## src/rtl/lcd_pkg.sv

```systemverilog
// lcd_pkg: shared constants, types and glyph table for the LCD text renderer.
// Latency: n/a (package only).
// Backpressure: n/a.
package lcd_pkg;

  localparam int TEXT_COLS = 40;
  localparam int TEXT_ROWS = 25;
  localparam int GLYPH_W   = 8;
  localparam int GLYPH_H   = 8;

  // Default 480x272 panel timing, in pixels (horizontal) and lines (vertical).
  localparam int LCD_H_ACTIVE = 480;
  localparam int LCD_H_FP     = 2;
  localparam int LCD_H_SYNC   = 41;
  localparam int LCD_H_BP     = 2;
  localparam int LCD_V_ACTIVE = 272;
  localparam int LCD_V_FP     = 2;
  localparam int LCD_V_SYNC   = 10;
  localparam int LCD_V_BP     = 2;

  typedef struct packed {
    logic [4:0] r;
    logic [5:0] g;
    logic [4:0] b;
  } rgb565_t;

  localparam rgb565_t COLOR_FG = '{r: 5'd31, g: 6'd63, b: 5'd31};
  localparam rgb565_t COLOR_BG = '{r: 5'd0,  g: 6'd0,  b: 5'd0};

  // Per-pixel side information carried alongside the VRAM/font data.
  typedef struct packed {
    logic       de;
    logic       hs;
    logic       vs;
    logic       txt;
    logic       cur;
    logic [2:0] x;
    logic [2:0] y;
  } pix_meta_t;

  // Idle meta: syncs inactive (high), nothing visible.
  localparam pix_meta_t META_IDLE = '{de: 1'b0, hs: 1'b1, vs: 1'b1, txt: 1'b0,
                                      cur: 1'b0, x: 3'd0, y: 3'd0};

  // Glyph table: space is blank, 'A' is a real glyph, every other code gets a
  // fixed filler pattern so all 128 codes render something distinguishable.
  function automatic logic [7:0] glyph_row(input logic [6:0] code, input logic [2:0] row);
    case (code)
      7'h20: glyph_row = 8'h00;
      7'h41: begin
        case (row)
          3'd0:    glyph_row = 8'h18;
          3'd1:    glyph_row = 8'h3C;
          3'd2:    glyph_row = 8'h66;
          3'd3:    glyph_row = 8'h66;
          3'd4:    glyph_row = 8'h7E;
          3'd5:    glyph_row = 8'h66;
          3'd6:    glyph_row = 8'h66;
          default: glyph_row = 8'h00;
        endcase
      end
      default: glyph_row = {code[3:0], code[6:4], 1'b0} ^ {row, row, row[2:1]};
    endcase
  endfunction

endpackage

```

## src/rtl/font_rom.sv

```systemverilog
// font_rom: 1024x8 glyph ROM (128 codes x 8 rows), address {code, row}; contents from lcd_pkg::glyph_row.
// Latency: 1 clk, registered output.
// Backpressure: none; a lookup every cycle.
module font_rom
  import lcd_pkg::*;
(
  input  logic       clk,
  input  logic       rst_n,
  input  logic [9:0] addr,
  output logic [7:0] data
);

  // Registered ROM read; table is synthesised from the package function.
  always_ff @(posedge clk or negedge rst_n) begin
    if (!rst_n) data <= 8'h00;
    else        data <= glyph_row(addr[9:3], addr[2:0]);
  end

endmodule

```

## src/rtl/lcd_text_ctrl.sv

```systemverilog
// lcd_text_ctrl: scans 40x25 text VRAM on BSRAM port B and drives an RGB565 LCD with 8x8 glyphs.
// Latency: 4 clk from raster counter to pins (S0 addr, S1/S2 BSRAM, S3 font ROM, S4 output reg).
// Backpressure: none; free-running raster, port B read every cycle. Option macro: LCD_CURSOR_EN (blinking cursor).
module lcd_text_ctrl
  import lcd_pkg::*;
#(
  parameter int H_ACTIVE = LCD_H_ACTIVE,
  parameter int H_FP     = LCD_H_FP,
  parameter int H_SYNC   = LCD_H_SYNC,
  parameter int H_BP     = LCD_H_BP,
  parameter int V_ACTIVE = LCD_V_ACTIVE,
  parameter int V_FP     = LCD_V_FP,
  parameter int V_SYNC   = LCD_V_SYNC,
  parameter int V_BP     = LCD_V_BP
) (
  input  logic       clk,
  input  logic       rst_n,
  output logic [9:0] v_adb,
  output logic       v_ceb,
  output logic       v_oce,
  input  logic [7:0] v_dout,
  input  logic [9:0] cursor_pos,
  output logic       lcd_de,
  output logic       lcd_hsync,
  output logic       lcd_vsync,
  output logic [4:0] lcd_r,
  output logic [5:0] lcd_g,
  output logic [4:0] lcd_b
);

  localparam logic [9:0] H_LAST   = 10'(H_ACTIVE + H_FP + H_SYNC + H_BP - 1);
  localparam logic [9:0] V_LAST   = 10'(V_ACTIVE + V_FP + V_SYNC + V_BP - 1);
  localparam logic [9:0] H_ACT    = 10'(H_ACTIVE);
  localparam logic [9:0] V_ACT    = 10'(V_ACTIVE);
  localparam logic [9:0] HS_START = 10'(H_ACTIVE + H_FP);
  localparam logic [9:0] HS_END   = 10'(H_ACTIVE + H_FP + H_SYNC);
  localparam logic [9:0] VS_START = 10'(V_ACTIVE + V_FP);
  localparam logic [9:0] VS_END   = 10'(V_ACTIVE + V_FP + V_SYNC);
  localparam logic [9:0] TXT_W    = 10'(TEXT_COLS * GLYPH_W);
  localparam logic [9:0] TXT_H    = 10'(TEXT_ROWS * GLYPH_H);

  logic [9:0] hcnt, vcnt;
  logic       h_last, v_last;

  assign h_last = (hcnt == H_LAST);
  assign v_last = (vcnt == V_LAST);

  // Free-running raster counters; line and frame wrap land in the same cycle.
  always_ff @(posedge clk or negedge rst_n) begin
    if (!rst_n) begin
      hcnt <= '0;
      vcnt <= '0;
    end else if (h_last) begin
      hcnt <= '0;
      vcnt <= v_last ? 10'd0 : vcnt + 10'd1;
    end else begin
      hcnt <= hcnt + 10'd1;
    end
  end

  logic       in_text;
  logic [4:0] text_row;
  logic [5:0] text_col;
  logic [9:0] addr;
  logic       cur_hit;
  pix_meta_t  meta0;

  // S0: cell address row*40+col as shift-add; zero outside the text area.
  always_comb begin
    in_text  = (hcnt < TXT_W) && (vcnt < TXT_H);
    text_row = vcnt[7:3];
    text_col = hcnt[8:3];
    addr     = '0;
    if (in_text) addr = {text_row, 5'd0} + {2'd0, text_row, 3'd0} + {4'd0, text_col};
  end

`ifdef LCD_CURSOR_EN
  logic [5:0] frame_cnt;

  // Frame counter; bit 5 gives the 32-on/32-off cursor blink.
  always_ff @(posedge clk or negedge rst_n) begin
    if (!rst_n)                frame_cnt <= '0;
    else if (h_last && v_last) frame_cnt <= frame_cnt + 6'd1;
  end

  assign cur_hit = in_text && (addr == cursor_pos) && frame_cnt[5];
`else
  logic unused_cursor;
  assign unused_cursor = ^cursor_pos;
  assign cur_hit       = 1'b0;
`endif

  // S0: timing flags and sub-cell coordinates that travel with the read.
  always_comb begin
    meta0     = META_IDLE;
    meta0.de  = (hcnt < H_ACT) && (vcnt < V_ACT);
    meta0.hs  = !((hcnt >= HS_START) && (hcnt < HS_END));
    meta0.vs  = !((vcnt >= VS_START) && (vcnt < VS_END));
    meta0.txt = in_text;
    meta0.cur = cur_hit;
    meta0.x   = hcnt[2:0];
    meta0.y   = vcnt[2:0];
  end

  // Port B is read every cycle; enables drop only while reset is held.
  assign v_adb = addr;
  assign v_ceb = rst_n;
  assign v_oce = rst_n;

  pix_meta_t meta1, meta2, meta3;
  logic      inv3;
  logic [7:0] glyph;

  // S1..S3: delay side information to match the 2-cycle BSRAM and the font ROM.
  always_ff @(posedge clk or negedge rst_n) begin
    if (!rst_n) begin
      meta1 <= META_IDLE;
      meta2 <= META_IDLE;
      meta3 <= META_IDLE;
      inv3  <= 1'b0;
    end else begin
      meta1 <= meta0;
      meta2 <= meta1;
      meta3 <= meta2;
      inv3  <= v_dout[7];
    end
  end

  font_rom u_font_rom (
    .clk   (clk),
    .rst_n (rst_n),
    .addr  ({v_dout[6:0], meta2.y}),
    .data  (glyph)
  );

  logic    pix_on;
  rgb565_t rgb_q;

  // S4: pick the glyph bit (MSB is leftmost), apply inverse and cursor.
  always_comb begin
    pix_on = glyph[3'd7 - meta3.x] ^ inv3 ^ meta3.cur;
  end

  // S4: output register; blanking and non-text pixels are background.
  always_ff @(posedge clk or negedge rst_n) begin
    if (!rst_n) begin
      lcd_de    <= 1'b0;
      lcd_hsync <= 1'b1;
      lcd_vsync <= 1'b1;
      rgb_q     <= COLOR_BG;
    end else begin
      lcd_de    <= meta3.de;
      lcd_hsync <= meta3.hs;
      lcd_vsync <= meta3.vs;
      rgb_q     <= (meta3.de && meta3.txt && pix_on) ? COLOR_FG : COLOR_BG;
    end
  end

  assign lcd_r = rgb_q.r;
  assign lcd_g = rgb_q.g;
  assign lcd_b = rgb_q.b;

endmodule
```

## config.mk

```make
export PLATFORM = sky130hd
export DESIGN_NAME = lcd_text_ctrl
export DESIGN_NICKNAME = d
export VERILOG_FILES = /design/src/rtl/lcd_pkg.sv /design/src/rtl/font_rom.sv /design/src/rtl/lcd_text_ctrl.sv
export SDC_FILE = /design/constraint.sdc
export NUM_CORES = 1
export LEC_CHECK = 0
export CAP_MARGIN = 20
export CORE_MARGIN = 5
export CORE_UTILIZATION = 53
export DETAILED_ROUTE_END_ITERATION = 10
export PLACE_DENSITY = 0.85
export SYNTH_ARGS = -nofsm -noshare
export SYNTH_HDL_FRONTEND = slang
export SYNTH_HIERARCHICAL = 1
export SYNTH_SLANG_ARGS = --single-unit
export TNS_END_PERCENT = 10
```

## constraint.sdc

```tcl
create_clock -name clk -period 2.8 [get_ports clk]
set_input_delay 0.28 -clock clk [delete_from_list [all_inputs] [get_ports clk]]
set_output_delay 0.28 -clock clk [all_outputs]
set_load 0.005 [all_outputs]
```

* Word-level counts from Yosys, hierarchy flattened *
Cells that the tools add are included.

storage, ports and cells
  output and inout port bits = 31
  latch bits = 0
  word-level logic and storage cells = 71
  input bits = 20
  memory bits (writable) = 0
  ROM bits = 0
  flip-flop bits (word level) = 75
  memories kept = 0

cells by class
  mux-type cells = 8
  reduce and logical (&&, ||, !) cells = 10
  equal/unequal tests = 10
  add/subtract/negate cells = 5
  div/mod/pow operators = 0
  multiply operators = 0
  bitwise gates (word level) = 2
  shift-type cells = 0
  $lt $le $gt $ge = 9

operators with widths
  operator                                                             number
  less-than comparator 10 x 9 -> 1 bit (second input constant)         4
  2-to-1 mux 10 bit                                                    3
  case mux 7 bit (4 select lines)                                      1
  adder 10 x 1 -> 10 bit (second input constant)                       2
  greater-or-equal comparator 10 x 9 -> 1 bit (second input constant)  2
  2-to-1 mux 16 bit                                                    1
  case mux 8 bit (2 select lines)                                      1
  adder 10 x 6 -> 10 bit                                               1
  adder 10 x 8 -> 10 bit                                               1
  equality test 10 bit (second input constant)                         1
  equality test 10 x 9 -> 1 bit (second input constant)                1
  less-than comparator 10 bit (second input constant)                  1
  less-than comparator 10 x 8 -> 1 bit (second input constant)         1
  equality test 3 bit (second input constant)                          3
  XOR 8 bit                                                            1
  equality test 7 x 6 -> 1 bit (second input constant)                 1
  equality test 7 bit (second input constant)                          1
  equality test 3 x 2 -> 1 bit (second input constant)                 2
  logical AND 1 bit                                                    6
  less-than comparator 3 x 4 -> 1 bit (second input constant)          1
  OR reduction 4 bit                                                   1
  binary-select mux 1 bit (select 3 bit)                               1
  equality test 3 x 1 -> 1 bit (second input constant)                 1
  logical NOT 3 bit                                                    1
  other kinds (4)                                                      5

* Longest topological paths before layout *
Gate-level depths: netlist of the first run.

  depth after elaboration = 6
  depth in mapped cells = 8
  mapped depth without buffers = 8

* Cells and area by module *
The synthesis of the first run kept the hierarchy.

by module, submodules not included
  module         instances  sequential area each (um^2)  area an instance (um^2)  cells an instance
  lcd_text_ctrl  1          1311.3                       2498.6                   215
  font_rom       1          200.2                        501.7                    55

* Least setup slack after synthesis of the first run *
OpenSTA, ideal clock, no wires.

  path kind = flip-flop to output port
  from = register hcnt[8]
  to = output v_adb[9]
  data required time = 2.520 ns
  stages on the path, launching flop included = 9
  path slack = 0.337 ns
  buffers on the path = 0
  arrival = 2.183 ns
  cells stage by stage = dfrtp_1 -> inv_1 -> fa_1 -> inv_1 -> ha_1 -> a211oi_1 -> o21ai_0 -> a21oi_1 -> mux2i_1

between the ends
  cells in the longest elaborated chain, start to end = 3
  elaborated cells between the ends (all ways) = 4
  those cells by class = add/sub (1); order compare (1); mux (1); reduce/logical (1)

ends and longest elaborated chain
  element                               line                 source
  start: declaration                    lcd_text_ctrl.sv:42  logic [9:0] hcnt, vcnt;
  start signal: assignment              lcd_text_ctrl.sv:57  hcnt <= hcnt + 10'd1;
  less-than comparator 10 x 9 -> 1 bit  lcd_text_ctrl.sv:70  in_text = (hcnt < TXT_W) && (vcnt < TXT_H);
  logical AND 1 bit                     lcd_text_ctrl.sv:70
  2-to-1 mux 10 bit *                   lcd_text_ctrl.sv:74  if (in_text) addr = {text_row, 5'd0} + {2'd0, text_row, 3'd0} + {4'd0, text_col};
  end: declaration                      lcd_text_ctrl.sv:18  output logic [9:0] v_adb,

Every way passes the cells marked *; elsewhere a longest branch is shown, timed or not.

* Worst setup path in the final report of the first run *
  from = register vcnt[5]
  to = output v_adb[8]

between the ends
  cells in the longest elaborated chain, start to end = 3
  elaborated cells between the ends (all ways) = 5
  those cells by class = add/sub (2); order compare (1); mux (1); reduce/logical (1)

ends and longest elaborated chain
  element                                                                         line                                      source
  start: declaration                                                              lcd_text_ctrl.sv:42
  start signal: assignment                                                        lcd_text_ctrl.sv:55                       vcnt <= v_last ? 10'd0 : vcnt + 10'd1;
  adder 10 x 8 -> 10 bit or less-than comparator 10 x 8 -> 1 bit (tied branches)  lcd_text_ctrl.sv:74, lcd_text_ctrl.sv:70
  adder 10 x 6 -> 10 bit or logical AND 1 bit (tied branches)                     lcd_text_ctrl.sv:74, lcd_text_ctrl.sv:70
  2-to-1 mux 10 bit *                                                             lcd_text_ctrl.sv:74

Marked as above.

==> metrics, run 1 <==
outcome finished, final reports clean; Cells after DPL 368; cts bufs inserted 9; RePlAce Congestion 0.864; Worst EP arrival 2.50 ns; Ys Warns 6; Root Driver clkbuf_8; FILL cells 429; H-tree levels 3; Slowest-stage cell, CP fa_1; Slew HR 0.596; DR WL/cell 14.7 microns; Post-Syn Nets 305; grt total ovfl 0; hpwl dp 4080 microns; I/O pins 51; Area Overhead vs Synth 21.3%; achievable frequency 0.359 GHz; Layout Cells excl Fill 392; R2R Setup Slk 0.97 ns; vias post-DR 2099; Worst Path Required 2.52 ns; leading area contributor after synthesis dfrtp_1; total track usage 0.173; synthesized flop and latch total 60; EDFF count, synth 0; commonest cells in the netlist 52 x dfrtp_1, 17 x buf_4, 17 x inv_1, 17 x nor2_1; antenna diode count 0; CTS sink cnt 60; Die Y-Extent 85.2 microns; Cell variety after synth 52; HP Start meta2[10]; period utilisation layout 0.994; post-layout util 0.661; CP Class reg2out; row count 27; Synth top area share 0.434; Seq/Total Area, Yosys 0.504; Multi-input gate area 1260 sq um; ratio of cells with drive above 1 in the final layout 0.216; Cells after Synth 270; Initial Utilization 0.545; Clk pin slew, worst setup/hold paths 0.06 ns; Clock Latency Late Sink 0.33 ns; largest net degree at the start of global routing 52; detailed-route wire length 5760 microns; pwr dens 449 nW/um^2; min-delay worst type reg2reg; Core Area 5510 sq um; clk_skew 0.00989 ns; die footprint 7270 sq um; Synth Cell Area 3000 sq um; TritonCTS clock tree built; Slew Viols, Final 0; asr flop ratio synth 1.00; worst r2r path cells 6; hold path depth 0; first-pass GRT wire length 9900 microns; Period minus WS final 2.78 ns; ys flop type dfrtp_1; CP peak stage delay 0.53 ns; drt first pass iters 4; vias in the first global route 2139; RSZ-0062 raised after global routing true; register area 1510 sq um; top-count cell post-synth dfrtp_1; Crit. End Element output port; Final Setup Violations 0; Die Span X 85.2 microns; Worst setup SP type flop; port bufs 40; initial antenna violation count 0; drt via density 5.35; crit-path max FO 2; Starting DRT DRC Count 137; maximum VDD drop 0.316 mV; Max Cap Violations 0; Lkg Pwr 1.61 nW; Worst Hold Endpoint meta3[10]; worst-path cell chain inv_2 -> fa_1 -> buf_6 -> fa_2 -> nor2b_2 -> buf_4 -> o21ai_2 -> nor3b_2 -> nor3_2 -> buf_2; final net count 351; r2r startpoint hcnt[8]; syn_area_per_cell 11.1 sq um; top post-synthesis cells by area dfrtp_1 43%, dfstp_2 7.0%, ha_1 5.4%; final-report hold violation count 0; Longest Clk Path Bufs 2; DRT antenna net count 0; R2R Path End vcnt[5]; worst-margin pin slew 0.605 ns; DRC viols 0
-- sequential cells by signal, indices dropped and copies added, names as in the netlist --
register and count:
meta2 10, u_font_rom/data 8, lcd_hsync 1, meta1 10
meta3 7, lcd_de 1, inv3 1, lcd_vsync 1
lcd_g 1, vcnt 10, hcnt 10
-- layout make-up --
| type | instances | share of cell area |
|---|---|---|
| Sequential cell | 60 | 0.416 |
| Clock buffer | 12 | 0.0399 |
| Tap cell | 72 | 0.0248 |
| Timing Repair Buffer | 61 | 0.150 |
| Clock inverter | 3 | 0.00413 |
| Multi-Input combinational cell | 166 | 0.346 |
| Inverter | 18 | 0.0199 |
-- cell families after synthesis --
| logic type | synth area share |
|---|---|
| simple gates | 0.171 |
| flops | 0.504 |
| xor+xnor | 0.0467 |
| buf+inv | 0.0942 |
| fa+ha+maj | 0.0676 |
| mux | 0.0275 |
| compound gates | 0.0892 |
-- through the flow --
step | cell area, sq um | hold slack, ns | TNS [ns] | setup slack [ns] | total power, mW
floorplan | 3000 | -0.0156 | 0 | 0.337 | 0.953
global placement | 3370 | 0.154 | -0.0404 | -0.0404 | 1.00
detailed placement | 3370 | 0.158 | -0.103 | -0.0918 | 1.01
global route | 3640 | 0.351 | -0.375 | -0.137 | 1.72
CTS | 3580 | 0.348 | -0.0908 | -0.0847 | 1.66
finish | 3640 | 0.347 | 0 | 0.0165 | 1.64
-- power breakdown --
group          switching (mW)  internal [mW]  total, mW
clock network           0.309          0.336      0.645
registers             0.00692          0.875      0.882
logic                  0.0443         0.0644      0.109
-- routing by layer --
metal | vias to the layer above | wire length [microns] | global-route usage
li1 | 1012 | - | -
met1 | 1015 | 2420 | 0.220
met2 | 68 | 2970 | 0.274
met3 | 4 | 328 | 0.0602
met4 | 0 | 34 | 0.0604
met5 | - | 0 | 0
-- how the worst max path moves through the flow --
stage / startpoint / end
finish: vcnt[5] / v_adb[8]
global route: vcnt[5] / v_adb[8]
CTS: hcnt[8] / v_adb[6]
detailed placement: hcnt[8] / v_adb[9]
global placement: hcnt[8] / v_adb[9]
floorplan: hcnt[8] / v_adb[9]
-- critical path: cells and delay by family, from the launching register on --
| kind | cells | cell delay, ns |
|---|---|---|
| compound gates | 1 | 0.05 |
| buf+inv | 4 | 0.46 |
| flops | 1 | 0.38 |
| fa+ha+maj | 2 | 0.87 |
| simple gates | 3 | 0.43 |
-- timing repair --
item,in CTS,in global routing
pin swaps,2,7
hold endpoints to repair,5,0
hold buffers,1,0
endpoints found under the setup margin,5,5
resized for setup,15,14
setup buffers,6,2
-- cells in the final DEF (no fill, tap or decap), types with 4 or more instances in the layout --
cell / instances
nand2_1: 12
dfstp_2: 8
buf_4: 19
clkbuf_8: 10
nand4_1: 7
o21ai_0: 7
nor3_1: 6
dfrtp_1: 51
clkdlybuf4s50_1: 34
xnor2_1: 13
and3_1: 4
ha_1: 10
a21oi_1: 10
o22ai_1: 4
nor2_1: 17
or3_1: 4
nand3_1: 8
and2_1: 8
inv_1: 14
(Power assumes the default switching activity.)
==> run 2, diff against run 1 <==
--- a/config.mk
+++ b/config.mk
@@ -9,6 +9,7 @@
 export CORE_MARGIN = 5
 export CORE_UTILIZATION = 53
 export DETAILED_ROUTE_END_ITERATION = 10
+export GPL_TIMING_DRIVEN = 0
 export PLACE_DENSITY = 0.85
 export SYNTH_ARGS = -nofsm -noshare
 export SYNTH_HDL_FRONTEND = slang
==> metrics, run 2 (synthesized netlist as in run 1, its figures left out) <==
Slew HR 0.635; Area Overhead vs Synth 26.6%; final net count 364; Core Area 5510 sq um; final instance area 3800 sq um; vias post-DR 2215; worst-margin pin slew 0.548 ns; Longest Clk Path Bufs 2; row count 27; worst r2r path cells 6; Lkg Pwr 1.67 nW; Initial Utilization 0.545; Layout Cells excl Fill 406; Power, Total 1.72 mW; drt first pass iters 6; H-tree levels 3; clk_skew 0.00792 ns; RePlAce Congestion 0.851; vias in the first global route 2210; DRC viols 0; worst-path cell chain inv_2 -> fa_1 -> inv_2 -> ha_4 -> a211oi_4 -> o21ai_2 -> a21oi_2 -> mux2i_1 -> buf_2; Worst setup SP type flop; TritonCTS clock tree built; crit-path max FO 2; detailed-route wire length 6050 microns; DRT antenna net count 0; Clk pin slew, worst setup/hold paths 0.06 ns; ratio of cells with drive above 1 in the final layout 0.263; grt total ovfl 0; CP peak stage delay 0.59 ns; min-delay worst type reg2reg; Crit. End Element output port; Die Span X 85.2 microns; port bufs 39; cts bufs inserted 9; CP Class reg2out; DP Area 3500 sq um; Slowest-stage cell, CP fa_1; Worst path top cell family by delay adder cells; largest net degree at the start of global routing 39; hold path depth 0; Clock Latency Late Sink 0.33 ns; Period minus WS final 2.77 ns; initial antenna violation count 0; Root Driver clkbuf_8; CTS sink cnt 60; Final Setup Violations 0; drt via density 5.46; Max Cap Violations 0; first-pass GRT wire length 10600 microns; hpwl dp 4250 microns; maximum VDD drop 0.275 mV; Stages on worst setup path 9; most frequent cells in the layout 47 x dfrtp_1, 33 x clkdlybuf4s50_1, 24 x buf_4; pwr dens 453 nW/um^2; Starting DRT DRC Count 177; achievable frequency 0.361 GHz; commonest non-fill, non-tap cell in the layout dfrtp_1; FILL cells 426; I/O pins 51; post-layout util 0.690; Slew Viols, Final 0; Die Y-Extent 85.2 microns; outcome finished, final reports clean; crit-path most repeated cell inv_2; Worst Path Required 2.52 ns; final-report hold violation count 0; total track usage 0.184; final setup TNS 0 ns; antenna diode count 0; CP Buf/Inv Count 3; Worst EP arrival 2.49 ns; DR WL/cell 14.9 microns; die footprint 7270 sq um; period utilisation layout 0.989; Cells after DPL 382; RSZ-0062 raised after global routing true
-- run 2: changes by cell type in the layout (fill, tap and decap cells not counted), moves of 2 or more --
cell / delta
buf_4: +5
dfrtp_1: -4
dfrtp_2: +4
clkbuf_8: +3
buf_2: +2
clkinvlp_4: +2
dlygate4sd2_1: +2
-- run 2: stage by stage --
step	hold WS, ns	setup slack, ns
finish	0.350	0.0295
global route	0.358	-0.0725
CTS	0.351	-0.238
detailed placement	0.296	-0.457
global placement	0.333	-0.938
floorplan	-0.0156	0.337
-- run 2: worst register-to-register path, stage by stage, from the launching register on --
cell and delay, ns:
dfrtp_2 0.46, buf_4 0.16, buf_4 0.13, and4_1 0.14
nand4_1 0.19, nand2_1 0.19, o31ai_1 0.29
-- run 2: repair_timing --
action / CTS / global route
setup endpoints to repair: 5 / 3
endpoints found under the hold margin: 18 / 0
gates resized for setup: 17 / 18
hold buffers: 1 / 0
pin swaps: 2 / 8
buffers inserted: 4 / 3
-- run 2: final timing paths --
kind	startpoint	to	slack [ns]
max	vcnt[5]	v_adb[9]	0.03
min	meta1[1]	meta2[1]	0.35
max reg2reg	vcnt[4]	vcnt[5]	1.13
min reg2reg	meta1[1]	meta2[1]	0.35
max in group asynchronous	rst_n	meta2[9]	1.67
min in group asynchronous	rst_n	u_font_rom/data[3]	0.47
-- run 2: area by class of cell --
| type | count | area (sq um) | share of cell area |
|---|---|---|---|
| sequential | 60 | 1520 | 0.399 |
| multi-input combinational | 166 | 1270 | 0.336 |
| timing repair buffer | 48 | 454 | 0.120 |
| buffer | 26 | 210 | 0.0553 |
| clock buffer | 12 | 155 | 0.0408 |
| tap | 72 | 90.1 | 0.0237 |
| inverter | 18 | 72.6 | 0.0191 |
| clock inverter | 4 | 25.0 | 0.00659 |
-- run 2: power breakdown --
part	leakage, nW	switching, mW	total, mW	internal, mW
clock network	0.0884	0.325	0.691	0.366
registers	0.707	0.00811	0.883	0.875
logic	0.874	0.0516	0.147	0.0951
-- run 2: per-layer routing --
layer  share of wire  up-vias  track usage
li1                -     1043            -
met1            0.42     1074        0.233
met2            0.50       87        0.295
met3           0.065       11       0.0631
met4           0.014        0       0.0604
met5               0        -            0
==> run 3, diff against run 2 <==
--- a/config.mk
+++ b/config.mk
@@ -5,6 +5,7 @@
 export SDC_FILE = /design/constraint.sdc
 export NUM_CORES = 1
 export LEC_CHECK = 0
+export ABC_CLOCK_PERIOD_IN_PS = 2800
 export CAP_MARGIN = 20
 export CORE_MARGIN = 5
 export CORE_UTILIZATION = 53
==> results of run 3 <==
Final layout, timing and power as in run 2 (identical DEF).
